--- src/rtl/unidade_busca_pkg.sv ---
// Processor-wide constants and types shared by the fetch, decode and ALU stages.
package pkg_processador;

  localparam int          LARGURA_INST = 32;
  localparam logic [31:0] INST_FIM     = 32'hFFFF_FFFF;
  localparam logic [31:0] RESET_PC     = 32'h0000_0000;
  localparam int          PC_INCR      = 4;

  typedef logic [LARGURA_INST-1:0] inst_t;

endpackage

--- src/rtl/unidade_busca_if.sv ---
// Fetch-stage bus: instruction-memory read port, ALU redirect input and downstream handshake.
interface unidade_busca_if #(
  parameter int LARGURA_PC = 32
);
  import pkg_processador::*;

  logic                  mem_req;
  logic [LARGURA_PC-1:0] mem_ender;
  inst_t                 mem_dado;
  logic                  desvio_valido;
  logic [LARGURA_PC-1:0] desvio_alvo;
  logic                  inst_valida;
  logic                  inst_pronto;
  inst_t                 inst_saida;
  logic [LARGURA_PC-1:0] pc_saida;
  logic                  parado;

  modport master (
    output mem_req, mem_ender, inst_valida, inst_saida, pc_saida, parado,
    input  mem_dado, desvio_valido, desvio_alvo, inst_pronto
  );

  modport slave (
    input  mem_req, mem_ender, inst_valida, inst_saida, pc_saida, parado,
    output mem_dado, desvio_valido, desvio_alvo, inst_pronto
  );

endinterface

--- src/rtl/unidade_busca_fila.sv ---
// Small FIFO of {pc, instruction} pairs with flush; the head is read combinationally
// so a pushed word is visible downstream on the very next cycle.
module fila_instrucoes
  import pkg_processador::*;
#(
  parameter  int LARGURA_PC = 32,
  parameter  int PROF       = 2,
  localparam int PTR_W      = (PROF > 1) ? $clog2(PROF) : 1,
  localparam int OCC_W      = $clog2(PROF + 1)
) (
  input  logic                  clock,
  input  logic                  reset,
  input  logic                  push,
  input  logic                  pop,
  input  logic                  flush,
  input  logic [LARGURA_PC-1:0] pc_in,
  input  inst_t                 inst_in,
  output logic [LARGURA_PC-1:0] pc_cabeca,
  output inst_t                 inst_cabeca,
  output logic [OCC_W-1:0]      ocupacao
);

  logic [LARGURA_PC-1:0] pc_mem_q   [PROF];
  logic [LARGURA_PC-1:0] pc_mem_d   [PROF];
  inst_t                 inst_mem_q [PROF];
  inst_t                 inst_mem_d [PROF];
  logic [PTR_W-1:0]      rd_ptr_q, rd_ptr_d;
  logic [PTR_W-1:0]      wr_ptr_q, wr_ptr_d;
  logic [OCC_W-1:0]      occ_q, occ_d;

  function automatic logic [PTR_W-1:0] avanca(input logic [PTR_W-1:0] p);
    return (p == PTR_W'(PROF - 1)) ? '0 : p + PTR_W'(1);
  endfunction

  always_comb begin
    pc_mem_d   = pc_mem_q;
    inst_mem_d = inst_mem_q;
    rd_ptr_d   = rd_ptr_q;
    wr_ptr_d   = wr_ptr_q;
    occ_d      = occ_q;
    // Flush wins over a simultaneous push/pop: the caller is discarding everything.
    if (flush) begin
      rd_ptr_d = '0;
      wr_ptr_d = '0;
      occ_d    = '0;
    end else begin
      if (push) begin
        pc_mem_d[wr_ptr_q]   = pc_in;
        inst_mem_d[wr_ptr_q] = inst_in;
        wr_ptr_d             = avanca(wr_ptr_q);
      end
      if (pop) begin
        rd_ptr_d = avanca(rd_ptr_q);
      end
      case ({push, pop})
        2'b10:   occ_d = occ_q + OCC_W'(1);
        2'b01:   occ_d = occ_q - OCC_W'(1);
        default: occ_d = occ_q;
      endcase
    end
  end

  always_ff @(posedge clock or negedge reset) begin
    if (!reset) begin
      for (int i = 0; i < PROF; i++) begin
        pc_mem_q[i]   <= '0;
        inst_mem_q[i] <= '0;
      end
      rd_ptr_q <= '0;
      wr_ptr_q <= '0;
      occ_q    <= '0;
    end else begin
      pc_mem_q   <= pc_mem_d;
      inst_mem_q <= inst_mem_d;
      rd_ptr_q   <= rd_ptr_d;
      wr_ptr_q   <= wr_ptr_d;
      occ_q      <= occ_d;
    end
  end

  assign pc_cabeca   = pc_mem_q[rd_ptr_q];
  assign inst_cabeca = inst_mem_q[rd_ptr_q];
  assign ocupacao    = occ_q;

endmodule

--- src/rtl/unidade_busca.sv ---
// Instruction-fetch stage: owns the PC, issues one-cycle-latency memory reads, queues
// the returned words, handles ALU redirects and halts on the end-of-program word.
module unidade_busca
  import pkg_processador::inst_t, pkg_processador::PC_INCR;
#(
  parameter int                    LARGURA_PC = 32,
  parameter logic [LARGURA_PC-1:0] RESET_PC   = LARGURA_PC'(pkg_processador::RESET_PC),
  parameter int                    PROF_FILA  = 2,
  parameter inst_t                 INST_FIM   = pkg_processador::INST_FIM
) (
  input  logic            clock,
  input  logic            reset,
  unidade_busca_if.master bus
);

  localparam int OCC_W = $clog2(PROF_FILA + 1);
  localparam int CW    = OCC_W + 1;

  logic [LARGURA_PC-1:0] pc_q, pc_d;
  logic [LARGURA_PC-1:0] pc_voo_q, pc_voo_d;
  logic                  inflight_q, inflight_d;
  logic                  fim_visto_q, fim_visto_d;
  logic                  parado_q, parado_d;

  logic [OCC_W-1:0]      ocupacao;
  logic [LARGURA_PC-1:0] pc_cabeca;
  inst_t                 inst_cabeca;
  logic [CW-1:0]         carga;
  logic                  tem_dado, parado_w, valida_w;
  logic                  pop, push, desvio_ef, fim_chegando, emite;

  fila_instrucoes #(
    .LARGURA_PC(LARGURA_PC),
    .PROF      (PROF_FILA)
  ) u_fila (
    .clock      (clock),
    .reset      (reset),
    .push       (push),
    .pop        (pop),
    .flush      (desvio_ef),
    .pc_in      (pc_voo_q),
    .inst_in    (bus.mem_dado),
    .pc_cabeca  (pc_cabeca),
    .inst_cabeca(inst_cabeca),
    .ocupacao   (ocupacao)
  );

  always_comb begin
    tem_dado     = (ocupacao != '0);
    // The end marker halts the moment it surfaces; it is never handed downstream.
    parado_w     = parado_q || (tem_dado && (inst_cabeca == INST_FIM));
    valida_w     = tem_dado && !parado_w;
    pop          = valida_w && bus.inst_pronto;
    desvio_ef    = bus.desvio_valido && !parado_w;
    // A redirect kills the response arriving this cycle; nothing can be in flight after it.
    push         = inflight_q && !desvio_ef;
    fim_chegando = push && (bus.mem_dado == INST_FIM);
    carga        = CW'(ocupacao) + CW'(inflight_q) - CW'(pop);
    emite        = !parado_w && !bus.desvio_valido && !fim_visto_q && !fim_chegando
                   && (carga < CW'(PROF_FILA));
  end

  always_comb begin
    pc_d        = pc_q;
    pc_voo_d    = pc_voo_q;
    inflight_d  = emite;
    fim_visto_d = fim_visto_q || fim_chegando;
    parado_d    = parado_w;
    if (desvio_ef) begin
      pc_d        = {bus.desvio_alvo[LARGURA_PC-1:2], 2'b00};
      fim_visto_d = 1'b0;
    end else if (emite) begin
      pc_d     = pc_q + LARGURA_PC'(PC_INCR);
      pc_voo_d = pc_q;
    end
  end

  always_ff @(posedge clock or negedge reset) begin
    if (!reset) begin
      pc_q        <= RESET_PC;
      pc_voo_q    <= '0;
      inflight_q  <= 1'b0;
      fim_visto_q <= 1'b0;
      parado_q    <= 1'b0;
    end else begin
      pc_q        <= pc_d;
      pc_voo_q    <= pc_voo_d;
      inflight_q  <= inflight_d;
      fim_visto_q <= fim_visto_d;
      parado_q    <= parado_d;
    end
  end

  // Outputs are forced low while reset is held so nothing leaks out before release.
  assign bus.mem_req     = reset && emite;
  assign bus.mem_ender   = reset ? pc_q : '0;
  assign bus.inst_valida = reset && valida_w;
  assign bus.inst_saida  = (reset && valida_w) ? inst_cabeca : '0;
  assign bus.pc_saida    = (reset && valida_w) ? pc_cabeca : '0;
  assign bus.parado      = reset && parado_w;

endmodule

--- src/flat_wrapper.sv ---
// flat-port wrapper written by rule: the top's interface ports become plain ports
module unidade_busca_flat import pkg_processador::inst_t, pkg_processador::PC_INCR;
#(
  parameter int                    LARGURA_PC = 32,
  parameter logic [LARGURA_PC-1:0] RESET_PC   = LARGURA_PC'(pkg_processador::RESET_PC),
  parameter int                    PROF_FILA  = 2,
  parameter inst_t                 INST_FIM   = pkg_processador::INST_FIM
)
  (clock, reset, bus_mem_req, bus_mem_ender, bus_inst_valida, bus_inst_saida, bus_pc_saida, bus_parado, bus_mem_dado, bus_desvio_valido, bus_desvio_alvo, bus_inst_pronto);
  unidade_busca_if #(.LARGURA_PC(LARGURA_PC)) bus_i ();
  input  logic clock;
  input  logic reset;
  output wire logic [$bits(bus_i.mem_req)-1:0] bus_mem_req;
  output wire logic [$bits(bus_i.mem_ender)-1:0] bus_mem_ender;
  output wire logic [$bits(bus_i.inst_valida)-1:0] bus_inst_valida;
  output wire logic [$bits(bus_i.inst_saida)-1:0] bus_inst_saida;
  output wire logic [$bits(bus_i.pc_saida)-1:0] bus_pc_saida;
  output wire logic [$bits(bus_i.parado)-1:0] bus_parado;
  input wire logic [$bits(bus_i.mem_dado)-1:0] bus_mem_dado;
  input wire logic [$bits(bus_i.desvio_valido)-1:0] bus_desvio_valido;
  input wire logic [$bits(bus_i.desvio_alvo)-1:0] bus_desvio_alvo;
  input wire logic [$bits(bus_i.inst_pronto)-1:0] bus_inst_pronto;
  assign bus_mem_req = bus_i.mem_req;
  assign bus_mem_ender = bus_i.mem_ender;
  assign bus_inst_valida = bus_i.inst_valida;
  assign bus_inst_saida = bus_i.inst_saida;
  assign bus_pc_saida = bus_i.pc_saida;
  assign bus_parado = bus_i.parado;
  assign bus_i.mem_dado = bus_mem_dado;
  assign bus_i.desvio_valido = bus_desvio_valido;
  assign bus_i.desvio_alvo = bus_desvio_alvo;
  assign bus_i.inst_pronto = bus_inst_pronto;
  unidade_busca #(.LARGURA_PC(LARGURA_PC), .RESET_PC(RESET_PC), .PROF_FILA(PROF_FILA), .INST_FIM(INST_FIM)) u_core (.clock(clock), .reset(reset), .bus(bus_i));
endmodule
--- config.mk ---
export PLATFORM = sky130hd
export DESIGN_NAME = unidade_busca_flat
export DESIGN_NICKNAME = d
export VERILOG_FILES = /design/src/rtl/unidade_busca_pkg.sv /design/src/rtl/unidade_busca_if.sv /design/src/rtl/unidade_busca_fila.sv /design/src/rtl/unidade_busca.sv /design/src/flat_wrapper.sv
export SDC_FILE = /design/constraint.sdc
export NUM_CORES = 1
export LEC_CHECK = 0
export ABC_AREA = 1
export BUFFER_PORTS_ARGS = -buffer_cell sky130_fd_sc_hd__buf_2
export CORE_UTILIZATION = 35
export DETAILED_ROUTE_END_ITERATION = 10
export PLACE_DENSITY = 0.6
export SLEW_MARGIN = 25
export SYNTH_ARGS = -nofsm -noshare
export SYNTH_HDL_FRONTEND = slang
export SYNTH_SLANG_ARGS = --single-unit
export TNS_END_PERCENT = 1
--- constraint.sdc ---
create_clock -name clock -period 3.9 [get_ports clock]
set_input_delay 0.195 -clock clock [delete_from_list [all_inputs] [get_ports clock]]
set_output_delay 0.195 -clock clock [all_outputs]
set_load 0.02 [all_outputs]
Word level (Yosys, flattened, before mapping)
Cells that the tools add are included.
{"block": "word_totals", "register_bits": 199, "in_bits": 68, "output_inout_bits": 99, "word_cells": 82}
{"block": "classes", "addsub": 7, "n_lt_le_gt_ge": 4, "n_eq_ne": 4, "n_mux": 24, "n_bitwise": 3, "n_reduce_logical": 28}
{"cell": "32-bit 2-to-1 mux", "n": 12}
{"cell": "64-bit bitwise mux", "n": 2}
{"cell": "32-bit == test, second input constant", "n": 2}
{"cell": "32-bit by 3-bit adder with 32-bit output, second input constant", "n": 1}
{"cell": "32-bit demux with 1-bit select", "n": 1}
{"cell": "1-bit logical AND", "n": 14}
{"cell": "2-bit nonzero test", "n": 4}
{"cell": "1-bit 2-to-1 mux", "n": 7}
{"cell": "1-bit zero test", "n": 5}
{"cell": "2-bit greater-or-equal comparator, second input constant", "n": 2}
{"cell": "1-bit NOT with 2-bit output", "n": 2}
{"cell": "2-bit one-hot mux with 2 select lines", "n": 1}
{"cell": "2-bit AND reduction", "n": 2}
{"cell": "2-bit by 1-bit adder with 3-bit output", "n": 1}
{"cell": "3-bit by 2-bit < comparator with 1-bit output, second input constant", "n": 1}
{"cell": "3-bit nonzero test", "n": 1}
{"cell": "3-bit by 1-bit subtractor with 3-bit output", "n": 1}
{"cell": "1-bit adder, second input constant", "n": 2}
{"cell": "2-bit by 1-bit adder with 2-bit output, second input constant", "n": 1}
{"cell": "2-bit by 1-bit == test with 1-bit output, second input constant", "n": 1}
{"cell": "2-bit == test, second input constant", "n": 1}
{"cell": "1-bit logical OR", "n": 2}
{"cell": "2-bit by 1-bit < comparator with 1-bit output, second input constant", "n": 1}
{"cell": "2-bit 2-to-1 mux", "n": 1}
{"cell": "2 further kinds", "n": 2}

Longest topological paths before layout
Gate-level depths: netlist of the first run.
{"block": "depth", "word_depth": 17, "depth_mapped": 26}

Hierarchy
A second synthesis of the first run with hierarchy kept.
{"block": "hier_totals", "hier_cells": 1328, "hier_area_um2": 10536.4}
{"module": "fila_instrucoes", "n_inst": 1, "cells_per_inst": 578, "area_per_inst_um2": 5948.2, "seq_area_each_um2": 3303.2}
{"module": "unidade_busca", "n_inst": 1, "cells_per_inst": 750, "area_per_inst_um2": 4588.2, "seq_area_each_um2": 1576.5}

Worst setup path after synthesis of the first run
Ideal clock, no wire load.
{"block": "synth_timing", "path_type": "register to output", "from": "register u_core.u_fila.rd_ptr_q", "to": "output port bus_mem_req", "t_arrival_ns": 3.507, "slack_ns": 0.198, "path_stages_with_launch": 23, "cell_sequence": "dfrtp_1 > buf_2 > buf_6 > buf_6 > o21ai_1 > nor2_1 > nand2_1 > nor2_1 > nand3_1 > nand2_1 > inv_1 > nand2_1 > nor2_1 > ha_1 > or2_2 > fa_1 > and3b_1 > o21ai_0 > nor2_1 > nand3_1 > buf_2 > buf_2 > nor2_1"}
{"block": "synth_between", "elab_chain_len": 16, "elab_cells_between_ends": 22, "cone_classes": "add/sub (1); order compare (1); eq/ne (1); mux (3); bitwise (1); reduce/logical (15)"}
{"item": "start: declaration", "line": "unidade_busca_fila.sv:27", "source": "logic [PTR_W-1:0] rd_ptr_q, rd_ptr_d;"}
{"item": "start signal: assignment", "line": "unidade_busca_fila.sv:75", "source": "rd_ptr_q <= rd_ptr_d;"}
{"item": "1-bit NOT with 2-bit output (implied by the code) *", "line": "unidade_busca_fila.sv:82", "source": "assign inst_cabeca = inst_mem_q[rd_ptr_q];"}
{"item": "32-bit 2-to-1 mux (implied by the code) * (3 in a row)", "line": "unidade_busca_fila.sv:82"}
{"item": "32-bit == test *", "line": "unidade_busca.sv:51", "source": "parado_w = parado_q || (tem_dado && (inst_cabeca == INST_FIM));"}
{"item": "1-bit logical AND *", "line": "unidade_busca.sv:51"}
{"item": "1-bit logical OR *", "line": "unidade_busca.sv:51"}
{"item": "via u_core.parado_d", "line": "unidade_busca.sv:23", "source": "logic parado_q, parado_d;"}
{"item": "1-bit zero test *", "line": "unidade_busca.sv:52, unidade_busca.sv:54, unidade_busca.sv:59"}
{"item": "parallel branches: the longest is 6 deep, another holds 3-bit by 1-bit subtractor with 3-bit output"}
{"item": "1-bit logical AND *", "line": "unidade_busca.sv:60", "source": "&& (carga < CW'(PROF_FILA));"}
{"item": "1-bit logical AND *", "line": "unidade_busca.sv:95", "source": "assign bus.mem_req = reset && emite;"}
{"item": "end: declaration", "line": "flat_wrapper.sv:13", "source": "output wire logic [$bits(bus_i.mem_req)-1:0] bus_mem_req;"}
Mark *: on every way through the listed nets, which the timed path passes. The select of a mux whose other input is x is not followed.

Final worst setup path of the first run
Same ends and word-level chain as after synthesis.

==> qor.yml, run 1 <==
final_layout:
  fin_util: 0.434
  antenna_cells: 0
  area_delta_synth_final_pct: 20.5
  drive_gt1_frac: 0.178
  mostFrequentLayoutCell: "nand2_1"
  nets: 1551
  final_cell_mix: "487 x nand2_1, 190 x dfrtp_1, 158 x buf_2, 155 x inv_1, 121 x o21ai_0"
yosys:
  yosys_warnings: 0
  ys_async_sr_fraction: 1.00
  syn_inst: 1332
  synth_ff_type: "dfrtp_1"
  synth_cell_types: 31
  synth_edf_count: 0
  syn_area_mm2: 0.00981
  syn_avg_cell_area_um2: 7.37
  ys_ff_latch: 191
  seq_area_frac_synth: 0.487
routing:
  routed-via-count: 8664
  drc: 0
  drtIter0Drc: 698
  ant_nets: 0
  drt-pass1-iter-count: 5
  routedWlPerCell_um: 13.9
  drt-total-wl_mm: 25.9
  via_per_inst: 4.65
sta:
  finalHoldViolations: 0
  drv_slew: 0
  fin_crit_sh: 0.976
  period_needed_ns: 3.81
  fmax_mhz: 263
  holdWs_ns: 0.0307
  tightest_slew_ns: 0.946
  rsz0062_at_grt: "true"
  final-setup-viol-count: 0
  slew-limit-headroom: 0.368
  skew_ns: 0.0202
global_routing:
  antenna_found_initial: 0
  grt_pass1_vias: 8149
  top_usage_layer: "met2"
  use_met1: 0.263
  grtUsageMet2: 0.292
  grtUsageTotal: 0.185
  grt_overflow: 0
  grt_max_degree: 81
  grt_pass1_wl_mm: 42.3
  met3_usage: 0.0317
place:
  gp_congestion: 0.938
  dpl.hpwl_mm: 17.8
  port_buffers: 160
job:
  drv_cap: 0
critical_path:
  endpoint_kind: "output pin"
  criticalPathCategory: "reg2out"
  r2r_setup_slack_ns: 0.23
  cp.arrival_ns: 3.61
  cp_data_required_time_ns: 3.70
  r2r-start: "u_core.u_fila.rd_ptr_q"
  critPathLaunchType: "flop"
  crit_path_max_fanout: 6
  ff2ff_path_depth: 24
  r2r-end: "u_core.u_fila.inst_mem_q[55]"
floorplanning:
  die_x_um: 169
  core-area_mm2: 0.0273
  dieArea_mm2: 0.0287
  die_h_um: 169
  row_count: 60
  pin_count: 167
  start_util: 0.360
min_path:
  hp-start: "bus_mem_dado[15]"
  hold_class: "in2reg"
  holdPathEnd: "u_core.u_fila.inst_mem_q[47]"
  whs_path_depth: 3
clock_network:
  cts_sinks: 191
  cts_tree: "done"
  cts_made_buffers: 17
  clkLatencyLatePin_ns: 0.44
  clockBufferDepth: 2
  clk_pin_slew_ns: 0.08
  cts-htree-levels: 4
  root_buffer: "clkbuf_16"
run_status:
  outcome: "finished clean"
pwr:
  ir_drop_mv: 0.368
  leakagePower_nw: 6.23
  p_per_area_mw_per_mm2: 726
logic make-up after synthesis:
| logic type | share of synthesized area |
|---|---|
| AND/OR/NAND/NOR | 0.265 |
| buffers and inverters | 0.103 |
| AO/OA/AOI/OAI | 0.116 |
| flip-flops | 0.487 |
| XOR/XNOR | 0.0232 |
| adder cells (fa/ha/maj) | 0.00587 |
| other | 0.000382 |
timing repair:
item / 4_1_cts / 5_1_grt
setup buffers: 9 / 2
setup endpoints to repair: 11 / 121
pin swaps: 5 / 13
gates resized for setup: 11 / 27
endpoints found under the hold margin: 48 / 0
gates cloned: 0 / 1
hold buffers: 2 / 0
stage by stage:
stage | power (mW) | cells | worst slack [ns] | TNS, ns | instance area, µm²
4_1_cts | 8.54 | 1861 | -0.0497 | -0.0497 | 11700
6_report | 8.58 | 1864 | 0.0950 | 0 | 11800
5_1_grt | 9.32 | 1864 | -0.145 | -0.148 | 11800
3_3_place_gp | 6.67 | 1818 | 0.0660 | 0 | 11000
3_5_place_dp | 6.74 | 1818 | -0.0159 | -0.0240 | 11000
2_1_floorplan | 5.71 | 1335 | 0.198 | 0 | 9820
area by class of cell:
cell class                 instances  area [µm²]
fill                            2812       15400
clock inverter                    15         173
clock buffer                      17         425
inverter                         160         606
tap                              372         465
sequential                       191        4780
multi-input combinational        905        4110
timing repair buffer             204        1260
where the power goes:
part | total (mW) | internal (mW) | switching, mW
sequential | 3.48 | 2.82 | 0.659
clock | 1.74 | 0.866 | 0.875
combinational | 3.36 | 1.22 | 2.14
total | 8.58 | 4.90 | 3.68
layer usage:
layer  vias up  share of wire
met4         0          0.013
met2       219           0.46
met1      3976           0.48
li1       4446              -
met5         -              0
met3        23          0.046
registers in the layout (all words and copies together) (netlist names):
register	count
u_core.fim_visto_q	1
u_core.inflight_q	1
u_core.parado_q	1
u_core.pc_q	30
u_core.pc_voo_q	30
u_core.u_fila.inst_mem_q	64
u_core.u_fila.ocupacao	2
u_core.u_fila.pc_mem_q	60
u_core.u_fila.rd_ptr_q	1
u_core.u_fila.wr_ptr_q	1
how the worst max path moves through the flow:
stage                                start                  to  slack (ns)
finish              u_core.u_fila.rd_ptr_q         bus_mem_req        0.09
CTS                 u_core.u_fila.rd_ptr_q         bus_mem_req       -0.05
global route        u_core.u_fila.rd_ptr_q         bus_mem_req       -0.15
floorplan           u_core.u_fila.rd_ptr_q         bus_mem_req        0.20
global placement    u_core.u_fila.rd_ptr_q  u_core.pc_voo_q[6]        0.07
detailed placement  u_core.u_fila.rd_ptr_q  u_core.pc_voo_q[4]       -0.02
Yosys cell counts (3+ instances only):
cell type / instances / area [µm²]
or2_2: 3 / 18.8
nand2_1: 494 / 1850
ha_1: 3 / 37.5
nand4_1: 19 / 119
o21ai_2: 3 / 26.3
buf_4: 5 / 37.5
nand3_1: 48 / 240
nor3_1: 11 / 55.1
o21ai_0: 126 / 631
a21oi_1: 45 / 225
o21ai_1: 50 / 250
dfrtp_1: 191 / 4780
xnor2_1: 4 / 35.0
clkbuf_1: 40 / 150
buf_2: 25 / 125
nor2_1: 57 / 214
xor2_1: 22 / 193
inv_1: 156 / 586
inv_2: 3 / 11.3
nor4_1: 9 / 56.3
buf_6: 8 / 90.1
worst max-delay path, cell delays in order (launching register included):
cell and delay, ns:
dfrtp_2 0.46, inv_4 0.11, buf_12 0.12, nand2_1 0.06
nand2_1 0.06, nand2_1 0.06, nor2_2 0.14, nand2_2 0.08
nor2_2 0.10, nand3_2 0.09, nand2_2 0.09, inv_2 0.05
nand2_4 0.07, nor2_4 0.05, ha_4 0.22, or2_4 0.22
fa_1 0.48, and3b_1 0.14, o21ai_1 0.06, nor2_1 0.14
nand3_2 0.11, nor2_2 0.12, buf_6 0.14
Power figures use the tool's default switching activity.
==> run 2, diff against run 1 <==
--- a/config.mk
+++ b/config.mk
@@ -10,6 +10,7 @@
 export CORE_UTILIZATION = 35
 export DETAILED_ROUTE_END_ITERATION = 10
 export PLACE_DENSITY = 0.6
+export SETUP_SLACK_MARGIN = 0.15
 export SLEW_MARGIN = 25
 export SYNTH_ARGS = -nofsm -noshare
 export SYNTH_HDL_FRONTEND = slang
==> run 2 against run 1 <==
Effect of this change: non-clock buffer count increased by 2; total power is 2.1% higher; fmax rose by 0.30%; clock power is essentially flat; setup slack improved by 0.011 ns; hold slack got worse by 0.0014 ns; via count rose by 0.23%; combinational power grew 5%; critical path type unchanged.
==> qor.yml, run 2 (synthesis gave the netlist of run 1 again) <==
place:
  pre_cts_ws_ns: -0.0159  # unchanged
  gp_congestion: 0.938  # unchanged
  port_buffers: 160  # unchanged
  dpl.hpwl_mm: 17.8  # unchanged
sta:
  layout_setup_ws_ns: 0.106  # +0.0112 ns
  fmax_mhz: 264  # +0.30%
  skew_ns: 0.0211  # +0.000822 ns
  drv_slew: 0  # unchanged
  holdWs_ns: 0.0293  # -0.00144 ns
  rsz0062_at_grt: "true"
  fin_crit_sh: 0.973  # -0.00288
  tightest_slew_ns: 0.965  # +0.0190 ns
  finalHoldViolations: 0  # unchanged
  final-setup-viol-count: 0  # unchanged
  slew-limit-headroom: 0.356  # -0.0127
  period_needed_ns: 3.79  # -0.0112 ns
run_status:
  outcome: "finished clean"
final_layout:
  nets: 1553  # +0.13%
  top_regs: "u_core.u_fila.inst_mem_q: 64 flops, u_core.u_fila.pc_mem_q: 60 flops"
  fillers: 2798  # -0.50%
  largest_reg_flops: 64  # unchanged
  antenna_cells: 0  # unchanged
  final_cell_mix: "471 x nand2_1, 190 x dfrtp_1, 158 x buf_2, 154 x inv_1, 114 x o21ai_0"
  area_delta_synth_final_pct: 22.1
  drive_gt1_frac: 0.191  # +0.0131
  top_register: "u_core.u_fila.inst_mem_q"
  mostFrequentLayoutCell: "nand2_1"
critical_path:
  r2r-start: "u_core.u_fila.rd_ptr_q"
  r2r-end: "u_core.pc_q[15]"
  crit_path_max_fanout: 6  # unchanged
  ff2ff_path_depth: 26  # +8.3%
  path_cells: "inv_4, buf_12, nand2_1, nand2_1, nand2_1, nor2_2, nand2_2, nor2_2, nand3_2, nand2_2, inv_2, nand2_4, nor2_4, ha_4, or2_4, fa_1, and3b_1, o21ai_1, nor2_1, nand3_2, nor2_2, buf_6"
  criticalPathCategory: "reg2out"
  r2r_setup_slack_ns: 0.24  # about the same
  cp_data_required_time_ns: 3.70  # about the same
  startpoint: "u_core.u_fila.rd_ptr_q"
  critPathLaunchType: "flop"
  endpoint_kind: "output pin"
  slowest_stage: "fa_1"
  worst_path_largest_cell_delay_ns: 0.48  # about the same
  crit_path_end: "bus_mem_req"
  cp.arrival_ns: 3.60  # about the same
global_routing:
  grt_pass1_vias: 8156  # +0.086%
  grt_pass1_wl_mm: 42.3  # about the same
  antenna_found_initial: 0  # unchanged
  grt_overflow: 0  # unchanged
  grt_max_degree: 81  # unchanged
  grtUsageTotal: 0.185  # about the same
clock_network:
  clk_pin_slew_ns: 0.08  # about the same
  cts_made_buffers: 17  # unchanged
  cts-htree-levels: 4  # unchanged
  cts_tree: "done"
  cts_sinks: 191  # unchanged
  clockBufferDepth: 2  # unchanged
  clkLatencyLatePin_ns: 0.44  # about the same
  root_buffer: "clkbuf_16"
routing:
  routedWlPerCell_um: 13.9  # +0.12%
  drt-total-wl_mm: 26.0  # +0.22%
  ant_nets: 0  # unchanged
  drc: 0  # unchanged
  routed-via-count: 8684  # +0.23%
  drt-pass1-iter-count: 5  # unchanged
  via_per_inst: 4.65  # +0.12%
  drtIter0Drc: 720  # +3.2%
job:
  drv_cap: 0  # unchanged
pwr:
  clkPwrFrac: 0.199  # -0.004
  p_per_area_mw_per_mm2: 731  # +0.77%
  p_sw_mw: 3.75  # +2.0%
  finalPower_mw: 8.76  # +2.1%
  ir_drop_mv: 0.357  # -3.2%
  leakagePower_nw: 6.28  # +0.76%
  swShare: 0.428  # -0.000443
  p_comb_frac: 0.403  # +0.011
  p_int_mw: 5.01  # +2.2%
  seqPwrFrac: 0.398  # -0.007
floorplanning:
  die_h_um: 169  # unchanged
  row_count: 60  # unchanged
  die_x_um: 169  # unchanged
  core-area_mm2: 0.0273  # unchanged
  start_util: 0.360  # unchanged
  dieArea_mm2: 0.0287  # unchanged
  pin_count: 167  # unchanged
min_path:
  hold_class: "in2reg"
[run 2: critical path: cells and delay by family (launching register included)]
| family | cells | cell delay (ns) |
|---|---|---|
| DFF | 1 | 0.46 |
| and+or+nand+nor | 15 | 1.52 |
| adders and majority gates | 2 | 0.70 |
| AOI/OAI and AO/OA | 1 | 0.05 |
| buffers and inverters | 4 | 0.42 |
[run 2: metal layers]
layer | GRT usage | wire, µm | vias to the layer above | share of wire
met4 | 0.0474 | 322 | 0 | 0.012
met5 | 0 | 0 | - | 0
met2 | 0.293 | 11900 | 239 | 0.46
li1 | - | - | 4451 | -
met3 | 0.0317 | 1370 | 21 | 0.053
met1 | 0.263 | 12400 | 3973 | 0.48
[run 2: worst min path at each step]
stage	startpoint	end	slack, ns	depth (start not counted)
after floorplan	reset	u_core.fim_visto_q	-0.10	0
after global placement	reset	u_core.u_fila.inst_mem_q[15]	0.20	1
after detailed placement	reset	u_core.u_fila.inst_mem_q[47]	0.20	1
after CTS	bus_mem_dado[15]	u_core.u_fila.inst_mem_q[47]	0.01	3
after global routing	bus_mem_dado[24]	u_core.u_fila.inst_mem_q[56]	0.02	3
final	bus_mem_dado[15]	u_core.u_fila.inst_mem_q[47]	0.03	3
[run 2: repair_timing]
item                                    CTS  global route
hold buffers                              2             0
cloned                                    0             1
endpoints found under the hold margin    48             0
pin swaps                                 5            15
endpoints found under the setup margin   58           177
setup buffers                             9             4
resized for setup                        13            70
[run 2: metrics by stage]
step                      setup TNS [ns]  area, µm²  utilization  cells
after CTS                        -0.0497      11700        0.429   1861
after detailed placement         -0.0240      11000        0.403   1818
after floorplan                        0       9820            -   1335
final                                  0      12000        0.440   1866
after global routing              -0.130      12000        0.440   1866
after global placement                 0      11000        0.403   1818
[run 2: layout make-up]
cell class | count | area [µm²] | share of cell area
clock buffer | 17 | 425 | 0.0355
clock inverter | 15 | 173 | 0.0144
inverter | 160 | 606 | 0.0505
multi-input combinational | 905 | 4190 | 0.349
sequential | 191 | 4780 | 0.399
tap | 372 | 465 | 0.0389
timing repair buffer | 206 | 1340 | 0.112
[run 2: power by group through the flow]
stage / logic (mW) / registers [mW] / clock network [mW]
after floorplan: 2.45 / 3.26 / 0
after detailed placement: 3.25 / 3.49 / 0
final: 3.53 / 3.49 / 1.74
after global routing: 4.04 / 3.60 / 1.86
after global placement: 3.19 / 3.47 / 0
after CTS: 3.31 / 3.46 / 1.78
